<file path="config.mk">
export PLATFORM = sky130hd
export DESIGN_NAME = ram_io_initiator
export DESIGN_NICKNAME = d
export VERILOG_FILES = /design/src/rtl/ram_io_initiator.sv
export SDC_FILE = /design/constraint.sdc
export NUM_CORES = 1
export LEC_CHECK = 0
export ABC_AREA = 1
export ABC_CLOCK_PERIOD_IN_PS = 5200
export CORE_MARGIN = 2
export CORE_UTILIZATION = 37
export DETAILED_ROUTE_END_ITERATION = 6
export GPL_TIMING_DRIVEN = 0
export PLACE_DENSITY_LB_ADDON = 0.25
export SYNTH_ARGS = -nofsm -noshare
export SYNTH_HDL_FRONTEND = slang
export SYNTH_SLANG_ARGS = --single-unit
export TNS_END_PERCENT = 30
</file>
<file path="constraint.sdc">
create_clock -name clk -period 5.2 [get_ports clk]
set_input_delay 1.04 -clock clk [delete_from_list [all_inputs] [get_ports clk]]
set_output_delay 1.04 -clock clk [all_outputs]
set_load 0.005 [all_outputs]
</file>
<file path="src/rtl/ram_io_initiator.sv">
// CPU-side initiator for the 4002 RAM bus: holds SRC/DCL selection, sequences
// chip select / write strobe for I/O-group ops, and returns read nibbles.
module ram_io_initiator #(
  parameter int NBANK = 4
) (
  input  logic                  clk,
  input  logic                  reset_n,
  input  logic                  cmd_valid,
  output logic                  cmd_ready,
  input  logic [1:0]            cmd_type,
  input  logic [3:0]            cmd_opa,
  input  logic [7:0]            cmd_data,
  output logic                  rsp_valid,
  input  logic                  rsp_ready,
  output logic [3:0]            rsp_data,
  output logic [5:0]            ram_addr,
  output logic [3:0]            ram_opa,
  output logic [3:0]            ram_din,
  output logic                  ram_we,
  output logic [4*NBANK-1:0]    ram_cs,
  input  logic [16*NBANK-1:0]   ram_dout,
  output logic [7:0]            src_reg,
  output logic [2:0]            dcl_reg
);

  localparam int          NCHIP = 4 * NBANK;
  localparam int unsigned NB    = NBANK;

  localparam logic [1:0] CMD_IO  = 2'd0;
  localparam logic [1:0] CMD_SRC = 2'd1;
  localparam logic [1:0] CMD_DCL = 2'd2;

  localparam logic [3:0] OPA_WRR = 4'h2;
  localparam logic [3:0] OPA_WPM = 4'h3;
  localparam logic [3:0] OPA_RDR = 4'hA;

  typedef enum logic [2:0] {
    ST_IDLE,
    ST_ISSUE,
    ST_STROBE,
    ST_CAPTURE,
    ST_RESP
  } state_t;

  state_t             state_q, state_d;
  logic               cmd_ready_q, cmd_ready_d;
  logic               rsp_valid_q, rsp_valid_d;
  logic [3:0]         rsp_data_q, rsp_data_d;
  logic [5:0]         ram_addr_q, ram_addr_d;
  logic [3:0]         ram_opa_q, ram_opa_d;
  logic [3:0]         ram_din_q, ram_din_d;
  logic               ram_we_q, ram_we_d;
  logic [NCHIP-1:0]   ram_cs_q, ram_cs_d;
  logic [7:0]         src_q, src_d;
  logic [2:0]         dcl_q, dcl_d;

  logic [4:0]         chip_idx;
  logic               bank_ok;
  logic [NCHIP-1:0]   sel_onehot;
  logic [3:0]         rd_nibble;
  logic               opa_non_ram;

  // Selection only changes in IDLE, so it stays valid through CAPTURE.
  assign chip_idx = {dcl_q, src_q[7:6]};
  assign bank_ok  = (32'(dcl_q) < NB);

  genvar gi;
  generate
    for (gi = 0; gi < NCHIP; gi++) begin : g_sel
      assign sel_onehot[gi] = bank_ok && (chip_idx == 5'(gi));
    end
  endgenerate

  always_comb begin
    rd_nibble = 4'h0;
    for (int i = 0; i < NCHIP; i++) begin
      if (sel_onehot[i]) begin
        rd_nibble = rd_nibble | ram_dout[4*i +: 4];
      end
    end
  end

  assign opa_non_ram = (cmd_opa == OPA_WRR) || (cmd_opa == OPA_WPM) ||
                       (cmd_opa == OPA_RDR);

  always_ff @(posedge clk or negedge reset_n) begin
    if (!reset_n) begin
      state_q     <= ST_IDLE;
      cmd_ready_q <= 1'b1;
      rsp_valid_q <= 1'b0;
      rsp_data_q  <= 4'h0;
      ram_addr_q  <= 6'h0;
      ram_opa_q   <= 4'h0;
      ram_din_q   <= 4'h0;
      ram_we_q    <= 1'b0;
      ram_cs_q    <= '0;
      src_q       <= 8'h0;
      dcl_q       <= 3'h0;
    end else begin
      state_q     <= state_d;
      cmd_ready_q <= cmd_ready_d;
      rsp_valid_q <= rsp_valid_d;
      rsp_data_q  <= rsp_data_d;
      ram_addr_q  <= ram_addr_d;
      ram_opa_q   <= ram_opa_d;
      ram_din_q   <= ram_din_d;
      ram_we_q    <= ram_we_d;
      ram_cs_q    <= ram_cs_d;
      src_q       <= src_d;
      dcl_q       <= dcl_d;
    end
  end

  always_comb begin
    state_d     = state_q;
    cmd_ready_d = cmd_ready_q;
    rsp_valid_d = rsp_valid_q;
    rsp_data_d  = rsp_data_q;
    ram_addr_d  = ram_addr_q;
    ram_opa_d   = ram_opa_q;
    ram_din_d   = ram_din_q;
    ram_we_d    = ram_we_q;
    ram_cs_d    = ram_cs_q;
    src_d       = src_q;
    dcl_d       = dcl_q;

    case (state_q)
      ST_IDLE: begin
        if (cmd_valid && cmd_ready_q) begin
          case (cmd_type)
            CMD_SRC: src_d = cmd_data;
            CMD_DCL: dcl_d = cmd_data[2:0];
            CMD_IO: begin
              cmd_ready_d = 1'b0;
              if (opa_non_ram) begin
                rsp_data_d  = 4'h0;
                rsp_valid_d = 1'b1;
                state_d     = ST_RESP;
              end else begin
                ram_addr_d = src_q[5:0];
                ram_opa_d  = cmd_opa;
                ram_din_d  = cmd_data[3:0];
                ram_cs_d   = sel_onehot;
                state_d    = ST_ISSUE;
              end
            end
            default: ;
          endcase
        end
      end
      ST_ISSUE: begin
        // Among RAM opcodes, bit 3 clear means a write.
        if (!ram_opa_q[3]) begin
          ram_we_d = 1'b1;
          state_d  = ST_STROBE;
        end else begin
          ram_cs_d = '0;
          state_d  = ST_CAPTURE;
        end
      end
      ST_STROBE: begin
        ram_cs_d    = '0;
        ram_we_d    = 1'b0;
        rsp_data_d  = 4'h0;
        rsp_valid_d = 1'b1;
        state_d     = ST_RESP;
      end
      ST_CAPTURE: begin
        rsp_data_d  = rd_nibble;
        rsp_valid_d = 1'b1;
        state_d     = ST_RESP;
      end
      ST_RESP: begin
        if (rsp_ready) begin
          rsp_valid_d = 1'b0;
          cmd_ready_d = 1'b1;
          state_d     = ST_IDLE;
        end
      end
      default: state_d = ST_IDLE;
    endcase
  end

  assign cmd_ready = cmd_ready_q;
  assign rsp_valid = rsp_valid_q;
  assign rsp_data  = rsp_data_q;
  assign ram_addr  = ram_addr_q;
  assign ram_opa   = ram_opa_q;
  assign ram_din   = ram_din_q;
  assign ram_we    = ram_we_q;
  assign ram_cs    = ram_cs_q;
  assign src_reg   = src_q;
  assign dcl_reg   = dcl_q;

endmodule

</file>
==> results.tsv, run 1 <==
metric	value	unit
CP peak stage delay	0.48	ns
Die ar.	8720	sq um
core area	7730	sq um
Clock Skew	0.00237	ns
type of the worst setup path	in2reg	
XOR/XNOR share of the synthesized area	0	%
syn nets	479	
routed len/inst	13.9	um
relative slew slack	70.2	%
largest family of logic cells by synthesized area	simple AND/OR/NAND/NOR gates	
vias in the first global route	2977	
PD cells	169	nW/um^2
CP Capture Type	register	
post-synthesis sequential area ratio	43.2	%
placer congestion estimate	0.844	
Synth Area in Compound Gates	9.06	%
vias	3105	
clock slew at reported path FFs	0.09	ns
Syn Std Cell Area	2960	sq um
final hold violations	0	
vias per cell	4.87	
critical path peak fanout	10	
post-CTS sizing	0	
largest net degree at the start of global routing	39	
setup TNS	0	ns
Die H	93.4	um
layout cells sized above 1	9.91	%
Adder-Cell Fraction of Synth Area	0	%
DIE WIDTH	93.4	um
Tcrit/Tclk final	47.5	%
multiplexer share of the synthesized area	0	%
startpoint types	input port	
initial antenna violation count	0	
H-tree depth	2	
endpoints failing setup	0	
IO Count	130	
Layout area overhead	52.3	%
Netlist cell types	31	
# Post-CTS Setup Buffers	0	
worst ir drop on vdd	0.107	mV
leakage	2.20	nW
Final Critical Period	2.47	ns
post-synth top area share	42.3	%
Max Slew Vio Count	0	
Hold WC Path Type	reg2reg	
synth warn	0	
RSZ-0062 raised after global routing	no	
First DRT Iteration DRCs	138	
number of flip-flops in the largest register	16	
CTS tree	done	
Slowest-stage cell, CP	clkdlybuf4s50_1	
hold slack	0.480	ns
Hold-fix buffers, CTS	0	
TritonCTS Buffers	5	
final-layout fill cell count	681	
synthesized instance count	397	
Max-Cap Viols	0	
Worst EP required	5.40	ns
Max Buffers Root-to-Sink	2	
Worst Max-Slew Pin Slew	0.445	ns
total routed wirelength	8.85	mm
Clock Sinks	51	
gr usage total	20.3	%
Cell Rows	32	
nets	616	
ANT cells	0	
GRT overflow	0	
Port Buffers	129	
Seq cells post-synth	51	
ranking of synthesized cells by area	dfrtp_1 (42%), nand2_1 (17%), nand3_1 (8.6%), o21ai_0 (4.2%), nor2_1 (3.8%)	
HPWL Detailed	7.02	mm
post-route ant nets	0	
DR pass1 iterations	4	
Post-route DRC	0	
Synth Area in Simple Gates	40.7	%
root buffer cell	clkbuf_8	
outcome	finished clean	
Initial Util	38.3	%
Mean Syn Cell Area	7.45	sq um
clk_lat worst skew	0.30	ns
crit-path cells	clkdlybuf4s50_1, nand2_2, nor3_2, inv_1, nor2_4, nand2_4, clkbuf_8, nand2_1, o21ai_2	
largest area contributor in the netlist	dfrtp_1	
highest clock rate	405	MHz
first-pass GRT wire length	14.2	mm
worst endpoint data arrival time	2.67	ns
## layout make-up
type                       count  area [sq um]  share of cell area (%)
buffer                        15           106                    2.36
clock buffer                   5          68.8                    1.53
clock inverter                 3          43.8                   0.972
inverter                      27           101                    2.25
multi-input combinational    304          1470                    32.7
sequential                    51          1280                    28.4
tap                          102           128                    2.83
timing repair buffer         130          1310                    29.0
## synthesized netlist by cell type
cell,instances
nor3_2,1
dfrtp_1,50
clkbuf_8,2
nand2_4,1
o21ai_1,4
o21ai_2,7
nand2_2,5
clkbuf_1,3
buf_4,2
nand2_1,134
nor2_4,3
nand4_1,12
nor2_8,2
buf_2,5
inv_1,23
nand3_2,2
o211ai_2,1
nor3_4,1
a21oi_1,5
nor2_1,30
a21boi_0,1
nor3b_1,1
o21ai_4,1
nor2_2,2
buf_6,2
inv_2,4
nand3_1,51
clkbuf_2,1
nor3_1,15
o21ai_0,25
dfstp_2,1
## cells by family after synthesis
kind of cell / after synthesis
DFF: 51
AOI/OAI and AO/OA: 44
and+or+nand+nor: 260
buffers and inverters: 42
## per-stage QoR
step / setup slack [ns] / area, sq um / utilization, % / total power [mW] / instances
floorplan: 3.04 / 2960 / - / 0.414 / 397
global placement: 1.55 / 4380 / 56.6 / 0.487 / 628
detailed placement: 2.39 / 4390 / 56.8 / 0.489 / 629
CTS: 2.73 / 4500 / 58.3 / 0.769 / 637
global route: 2.61 / 4500 / 58.3 / 0.791 / 637
finish: 2.73 / 4500 / 58.3 / 0.761 / 637
## worst paths after layout
path | from | endpoint | slack (ns) | cells past startpoint
hold / removal | ram_cs[11] | ram_cs[11] | 0.48 | 2
setup reg to reg | src_reg[6] | rsp_data[2] | 3.27 | 9
max in group asynchronous | reset_n | cmd_ready | 4.02 | 2
hold reg to reg | ram_cs[11] | ram_cs[11] | 0.48 | 2
setup / recovery | cmd_valid | ram_din[0] | 2.73 | 9
min in group asynchronous | reset_n | ram_cs[2] | 0.62 | 1
## report_power, final
part	switching, mW	leakage [nW]	internal, mW
Combinational	0.0263	1.46	0.0577
Sequential	0	0.683	0.396
Clock	0.137	0.0581	0.143
## cell usage in the layout, fill, tap and decap left out
master and n:
nand2_1 134, clkdlybuf4s50_1 128, nand3_1 51, dfrtp_1 50, nor2_1 30, o21ai_0 25, inv_1 23, nor3_1 15
nand4_1 12, clkbuf_8 7, o21ai_2 7, buf_2 6, nand2_2 5, a21oi_1 5, inv_2 4, o21ai_1 4
nor2_4 3, clkbuf_1 3, nand3_2 2, nor2_2 2, buf_4 2, nor2_8 2, buf_6 2, nor3_4 1
nor3_2 1, nand2_4 1, nor3b_1 1, o211ai_2 1, a21boi_0 1, clkbuf_2 1, o21ai_4 1, bufinv_16 1
clkinv_4 1, clkinv_2 1, dfstp_2 1, buf_12 1
## metal layers
layer	vias to the layer above	wire length, um	track usage, %
li1	1573	-	-
met1	1432	3910	27.8
met2	96	4270	32.9
met3	4	623	5.00
met4	0	46	4.17
met5	-	0	0
## worst max-delay path: cells and delay by family
kind	cells	cell delay, ns
AND/OR/NAND/NOR	5	0.77
buffers and inverters	3	0.80
AO/OA/AOI/OAI	1	0.05
No activity file was read; power rests on OpenSTA's default activity.
==> run 2, diff against run 1 <==
--- a/config.mk
+++ b/config.mk
@@ -6,7 +6,7 @@
 export NUM_CORES = 1
 export LEC_CHECK = 0
 export ABC_AREA = 1
-export ABC_CLOCK_PERIOD_IN_PS = 5200
+export ABC_CLOCK_PERIOD_IN_PS = 2150
 export CORE_MARGIN = 2
 export CORE_UTILIZATION = 37
 export DETAILED_ROUTE_END_ITERATION = 6
==> constraint.sdc (replaced) <==
create_clock -name clk -period 2.15 [get_ports clk]
set_input_delay 0.43 -clock clk [delete_from_list [all_inputs] [get_ports clk]]
set_output_delay 0.43 -clock clk [all_outputs]
set_load 0.005 [all_outputs]
==> results of run 2 <==
Same layout as run 1 (identical final DEF). Status: finished clean.
Among the figures that moved: setup slack after placement 2.39 ns -> -0.0454 ns; setup slack after layout 2.73 ns -> 0.219 ns; hold slack 0.480 ns -> 0.0102 ns; start point of the critical path cmd_valid -> src_reg[6]; end point of the critical path ram_din[0] -> rsp_data[2]; register-to-register setup slack 3.27 ns -> 0.22 ns; total power 0.761 mW -> 1.84 mW; worst IR drop on VDD 0.107 mV -> 0.260 mV
